==> src/rtl/cpu_pkg.sv <==
// Shared CPU definitions: datapath widths, the hardwired-zero register
// address and the register-address type used by decode and writeback.
package cpu_pkg;

  localparam int DATA_W = 16;
  localparam int ADDR_W = 4;

  typedef logic [ADDR_W-1:0] reg_addr_t;

  localparam reg_addr_t REG_ZERO = 4'h0;

endpackage

==> src/rtl/register_16bit.sv <==
// Single data register with asynchronous active-low clear and write enable.
// Used for R1..R15 of the register file; R0 is a constant in the top.
module register_16bit
  import cpu_pkg::*;
#(
  parameter int WIDTH = DATA_W
) (
  input  logic             clk,
  input  logic             rst_n,
  input  logic             wr_en,
  input  logic [WIDTH-1:0] d,
  output logic [WIDTH-1:0] q
);

  // Clear immediately on reset, otherwise load on an enabled edge.
  always_ff @(posedge clk or negedge rst_n) begin
    if (!rst_n) begin
      q <= '0;
    end else if (wr_en) begin
      q <= d;
    end
  end

endmodule

==> src/rtl/reg_file_16x16.sv <==
// 16 x 16-bit register file with two combinational read ports and one
// write port. R0 always reads zero and ignores writes.
// Optional build macro REGFILE_BYPASS_EN: forwards DstData to a read port
// that selects the register being written in the same cycle, so a
// writeback result can feed the add/sub unit without a stall.
module reg_file_16x16
#(
  parameter int DATA_W   = cpu_pkg::DATA_W,
  parameter int ADDR_W   = cpu_pkg::ADDR_W,
  parameter int NUM_REGS = 2 ** ADDR_W
) (
  input  logic              clk,
  input  logic              rst_n,
  input  logic [ADDR_W-1:0] SrcReg1,
  input  logic [ADDR_W-1:0] SrcReg2,
  input  logic [ADDR_W-1:0] DstReg,
  input  logic              WriteReg,
  input  logic [DATA_W-1:0] DstData,
  output logic [DATA_W-1:0] SrcData1,
  output logic [DATA_W-1:0] SrcData2
);

  import cpu_pkg::REG_ZERO;

  logic [NUM_REGS-1:1] wr_sel;
  logic [DATA_W-1:0]   regs [NUM_REGS];
  logic [DATA_W-1:0]   rd_data1;
  logic [DATA_W-1:0]   rd_data2;

  // One-hot write select; there is no select line for R0, so writes to
  // address zero fall away naturally.
  always_comb begin
    wr_sel = '0;
    for (int i = 1; i < NUM_REGS; i++) begin
      wr_sel[i] = WriteReg && (DstReg == ADDR_W'(i));
    end
  end

  assign regs[0] = '0;

  for (genvar i = 1; i < NUM_REGS; i++) begin : g_reg
    register_16bit #(
      .WIDTH (DATA_W)
    ) u_reg (
      .clk   (clk),
      .rst_n (rst_n),
      .wr_en (wr_sel[i]),
      .d     (DstData),
      .q     (regs[i])
    );
  end

  // Read muxes: every select value is decoded, address zero returns zero.
  always_comb begin
    rd_data1 = '0;
    rd_data2 = '0;
    if (SrcReg1 != ADDR_W'(REG_ZERO)) rd_data1 = regs[SrcReg1];
    if (SrcReg2 != ADDR_W'(REG_ZERO)) rd_data2 = regs[SrcReg2];
  end

`ifdef REGFILE_BYPASS_EN
  logic fwd_ok;
  assign fwd_ok = rst_n && WriteReg && (DstReg != ADDR_W'(REG_ZERO));

  // Same-cycle forwarding of write data onto a matching read port.
  always_comb begin
    SrcData1 = rd_data1;
    SrcData2 = rd_data2;
    if (fwd_ok && (SrcReg1 == DstReg)) SrcData1 = DstData;
    if (fwd_ok && (SrcReg2 == DstReg)) SrcData2 = DstData;
  end
`else
  // No forwarding: a register being written reads its old value until the edge.
  always_comb begin
    SrcData1 = rd_data1;
    SrcData2 = rd_data2;
  end
`endif

endmodule

==> config.mk <==
export PLATFORM = sky130hd
export DESIGN_NAME = reg_file_16x16
export DESIGN_NICKNAME = d
export VERILOG_FILES = /design/src/rtl/cpu_pkg.sv /design/src/rtl/register_16bit.sv /design/src/rtl/reg_file_16x16.sv
export SDC_FILE = /design/constraint.sdc
export NUM_CORES = 1
export LEC_CHECK = 0
export ABC_AREA = 1
export CAP_MARGIN = 20
export CORE_ASPECT_RATIO = 1.1
export CORE_MARGIN = 5
export CORE_UTILIZATION = 60
export CTS_BUF_LIST = sky130_fd_sc_hd__clkbuf_8
export DETAILED_ROUTE_END_ITERATION = 8
export PLACE_DENSITY_LB_ADDON = 0.3
export SLEW_MARGIN = 20
export SYNTH_ARGS = -nofsm -noshare
export SYNTH_HDL_FRONTEND = slang
export SYNTH_HIERARCHICAL = 1
export SYNTH_SLANG_ARGS = --single-unit
==> constraint.sdc <==
create_clock -name clk -period 2.9 [get_ports clk]
set_input_delay 0.29 -clock clk [delete_from_list [all_inputs] [get_ports clk]]
set_output_delay 0.29 -clock clk [all_outputs]
set_load 0.01 [all_outputs]
=== Word-level counts from Yosys, hierarchy flattened ===
Index checks and enable logic that the tools add are counted.

* Register bits after elaboration: 240
* Output and inout bits: 32

* Order comparisons: 2
* Eq/ne operators: 15
* Multiplexer cells: 8
* Bitwise gates (word level): 2
* Reduce and logical (&&, ||, !) cells: 17

{| class="wikitable"
|+ Operators with widths
! kind !! count
|-
| $bmux W16 S4 || 2
|-
| $mux W16 || 6
|-
| $eq A4 B4 Y1 const B || 8
|-
| $eq A4 B3 Y1 const B || 4
|-
| $logic_and A1 B1 Y1 || 15
|-
| $ge A5 B5 Y1 const B || 2
|-
| $not A4 Y5 || 2
|-
| $eq A4 B2 Y1 const B || 2
|-
| $reduce_bool A4 Y1 || 2
|-
| $eq A4 B1 Y1 const B || 1
|}

=== Logic depth before layout (Yosys ltp) ===
* Depth in word-level cells: 5
* Mapped depth: 11
* Gate-level depth less buffers: 9

=== Hierarchy ===
Netlist, hierarchy kept.

{| class="wikitable"
|+ Modules (own cells, without submodules)
! module !! times used !! cells each !! area an instance (um2)
|-
| register_16bit || 15 || 68 || 644.4
|-
| reg_file_16x16 || 1 || 1346 || 5467.7
|}

=== Worst setup path before layout ===
OpenSTA, ideal clock, no wires.

* Path kind: in2out
* From: in SrcReg1[3]
* To: out SrcData1[10]
* Arrival: 1.148 ns
* Setup slack: 1.462 ns
* Cell stages on the path: 7
* Cells stage by stage: buf_2 nor2_1 buf_4 nand2_1 nand2_1 inv_1 nand2_1

* Word-level cells in the longest chain between the ends: 5

{| class="wikitable"
|+ RTL lines
! what !! line !! text
|-
| from (decl) || reg_file_16x16.sv:14 || <nowiki>input logic [ADDR_W-1:0] SrcReg1,</nowiki>
|-
| $not A4 Y5 (not written as such) || reg_file_16x16.sv:57 || <nowiki>if (SrcReg1 != ADDR_W'(REG_ZERO)) rd_data1 = regs[SrcReg1];</nowiki>
|-
| $bmux W16 S4 || reg_file_16x16.sv:57 ||
|-
| $mux W16 (not written as such) (2 in a row) || reg_file_16x16.sv:57 ||
|-
| $mux W16 * || reg_file_16x16.sv:57 ||
|-
| to (decl) || reg_file_16x16.sv:19 || <nowiki>output logic [DATA_W-1:0] SrcData1,</nowiki>
|}

Every way passes the cells marked *; elsewhere a longest branch is shown, timed or not. The select of a mux whose other input is x is not followed.

=== Final worst setup path ===
* From: in SrcReg1[3]
* To: out SrcData1[4]

The elaborated chain is that of the path after synthesis.

==> impl_results.md <==
- Detailed Routing Iterations Pass 1: 6
- Core area: 25100 µm²
- DP HPWL: roughly 35000 µm
- Largest register FFs: 240
- IO Port Bufs: between 60 and 70
- Post-route ant nets: 0
- Die W: roughly 160 µm
- PwrDens: between 600 and 700 nW/µm²
- Residual DRC: 0
- Largest regs: g.u_reg/q x240
- Layout cell share with drive strength beyond 1: 0.0978
- Routed wire length: between 50000 and 60000 µm
- Initial antenna violation count: 0
- Final setup viols: 0
- Number of filler cells placed in the layout: 2313
- Vias per std cell: between 5 and 6
- Total track usage: 0.369
- Crit-path max FO: 16
- Final Max Slew Viols: 0
- IO Pins: 63
- Post-Syn Area: 15100 µm²
- Syn nets: ~2.4k
- Most flops, register: g.u_reg/q
- Critical Path RT: approximately 2.6 ns
- Crit path time final: between 2 and 3 ns
- Yosys reg bits: 240
- Mapped Avg Cell Area: between 6 and 7 µm²
- CTS Buf Count: 43
- Slowest cell on crit path: clkdlybuf4s50_1
- Clock Latency Late Sink: approximately 0.56 ns
- Worst hold slack: between 0.3 and 0.4 ns
- Synth cell types: 19
- Worst min path class: in -> async
- Cells along the critical path: clkdlybuf4s50_1, buf_4, nor2_2, buf_4, nand2_1, nand2_1, inv_1, nand2_1, clkdlybuf4s50_1
- WS Path Type: in -> out
- CTS resizes: 0
- Drt first-iter violations: 1919
- Initial core utilization: 0.603
- Crit end category: output port
- Vias in the first global route: ~15k
- First-pass GRT wire length: around 80000 µm
- Max transition margin: 0.321
- Startpoint Class: input pin
- CTS tree: done
- Die Ht: roughly 180 µm
- Antenna Cells: 0
- Routability cong.: approximately 0.96
- Max VDD drop: roughly 410 µV
- Clk sinks: 240
- FMAX: 381 MHz
- Via count: 15.8k
- Area of the die: roughly 29000 µm²
- RSZ-0062 raised after global routing: false
- Ys Warns: 6
- Most used cell, CP: nand2_1
- Grt total ovfl: 0
- Slowest stage delay, CP: 0.58 ns
- Final Hold Fails: 0
- Clk buf depth: 3
- Htree depth: 2
- Pin count of the biggest net entering global routing: 94
- Clock Skews: 0 ns
- P_leak: ~9.6 nW
- Least-Margin Pin Slew: roughly 1 ns
- Reg clk slew, reported paths: about 0.060 ns
- Sequential area share after synthesis: 0.397
- Arrival @ worst endpoint: roughly 2.3 ns
- Final period util: 0.906
- Status: finished, final reports clean
- Root buffer cell: clkbuf_8
- Max-Cap Viols: 0
- Routed length per instance: approximately 19 µm
- Setup_tns: 0 ns
- Row count: 61
- # nets final: 2440
- P&R area growth vs syn: 10.1%
- Cell count after synthesis: approximately 2.4k
final timing paths:
| check | to | slack (ns) | cells past startpoint | from |
|---|---|---|---|---|
| max | SrcData1[4] | 0.27 | 9 | SrcReg1[3] |
| min | g_reg[5].u_reg/q[10] | 0.32 | 2 | rst_n |
| max reg2reg | g_reg[13].u_reg/q[13] | 2.21 | 2 | g_reg[13].u_reg/q[13] |
| min reg2reg | g_reg[10].u_reg/q[15] | 0.47 | 2 | g_reg[10].u_reg/q[15] |
| max in group asynchronous | g_reg[11].u_reg/q[3] | 1.80 | 3 | rst_n |
| min in group clk | g_reg[10].u_reg/q[15] | 0.47 | 2 | g_reg[10].u_reg/q[15] |
metrics by stage:
stage	util	power [mW]	area, µm²	setup WS (ns)	std cells
final	0.664	10.6	16700	0.273	2759
after global routing	0.664	11.1	16700	0.200	2759
after CTS	0.664	10.5	16700	0.333	2759
after detailed placement	0.628	7.20	15800	0.349	2678
after global placement	0.628	7.11	15800	0.334	2678
after floorplan	-	6.20	15100	1.46	2366
layout by cell type, fill, tap and decap left out:
cell	instances
clkinv_2	12
o21ai_0	8
nor2_1	17
clkbuf_8	54
buf_12	13
clkinv_4	1
clkinvlp_4	3
nor3_2	3
nand2_2	75
buf_2	2
clkinv_1	1
dlygate4sd3_1	1
a21oi_1	13
buf_4	55
clkdlybuf4s50_1	57
bufinv_16	1
buf_8	1
inv_1	182
nand3_1	227
nand2_1	1459
dfrtp_1	240
inv_2	1
inv_6	15
nor2_2	3
critical path, delay by kind of cell:
kind	cells	cell delay [ns]
and+or+nand+nor	4	0.45
buffers and inverters	5	1.59
power breakdown:
part | total [mW] | internal (mW) | switching [mW]
Clock | 3.32 | 1.78 | 1.54
Combinational | 2.67 | 0.968 | 1.70
Sequential | 4.57 | 4.04 | 0.530
cell usage after synthesis, drive strengths merged:
| cell type | n | area (µm²) |
|---|---|---|
| nand3 | 227 | 1140 |
| o21ai | 8 | 40.0 |
| inv | 189 | 785 |
| nand2 | 1534 | 5950 |
| nor3 | 3 | 15.0 |
| nor2 | 20 | 82.6 |
| a21oi | 13 | 65.1 |
| clkinv | 1 | 3.75 |
| dfrtp | 240 | 6010 |
| buf | 121 | 1020 |
| clkbuf | 10 | 37.5 |
layer usage:
| metal | GRT usage | wire length [µm] |
|---|---|---|
| met5 | 0 | 0 |
| met4 | 0.183 | 3030 |
| met3 | 0.0810 | 6520 |
| met2 | 0.576 | 23700 |
| met1 | 0.490 | 19700 |
final cells by class:
class,instances,area [µm²],area share
clock inverters,26,153,0.00916
repair buffers,129,1280,0.0767
multi-input cells,1805,7300,0.438
inverters,190,791,0.0475
flip-flops and latches,240,6010,0.360
clock buffers,54,743,0.0446
well taps,315,394,0.0237
kinds of logic (layout without fill, tap and decap cells):
group                  after synthesis  after routing  synth area share
and+or+nand+nor                   1784           1784             0.474
buffers and inverters              321            399             0.122
DFF                                240            240             0.397
AOI/OAI and AO/OA                   21             21           0.00694
repair_timing:
| action | 4_1_cts | 5_1_grt |
|---|---|---|
| endpoints found under the hold margin | 77 | 0 |
| setup endpoints to repair | 0 | 0 |
| buffers inserted | 0 | 0 |
| hold buffers | 1 | 0 |
Note: power is estimated with default switching activity, not from simulation.
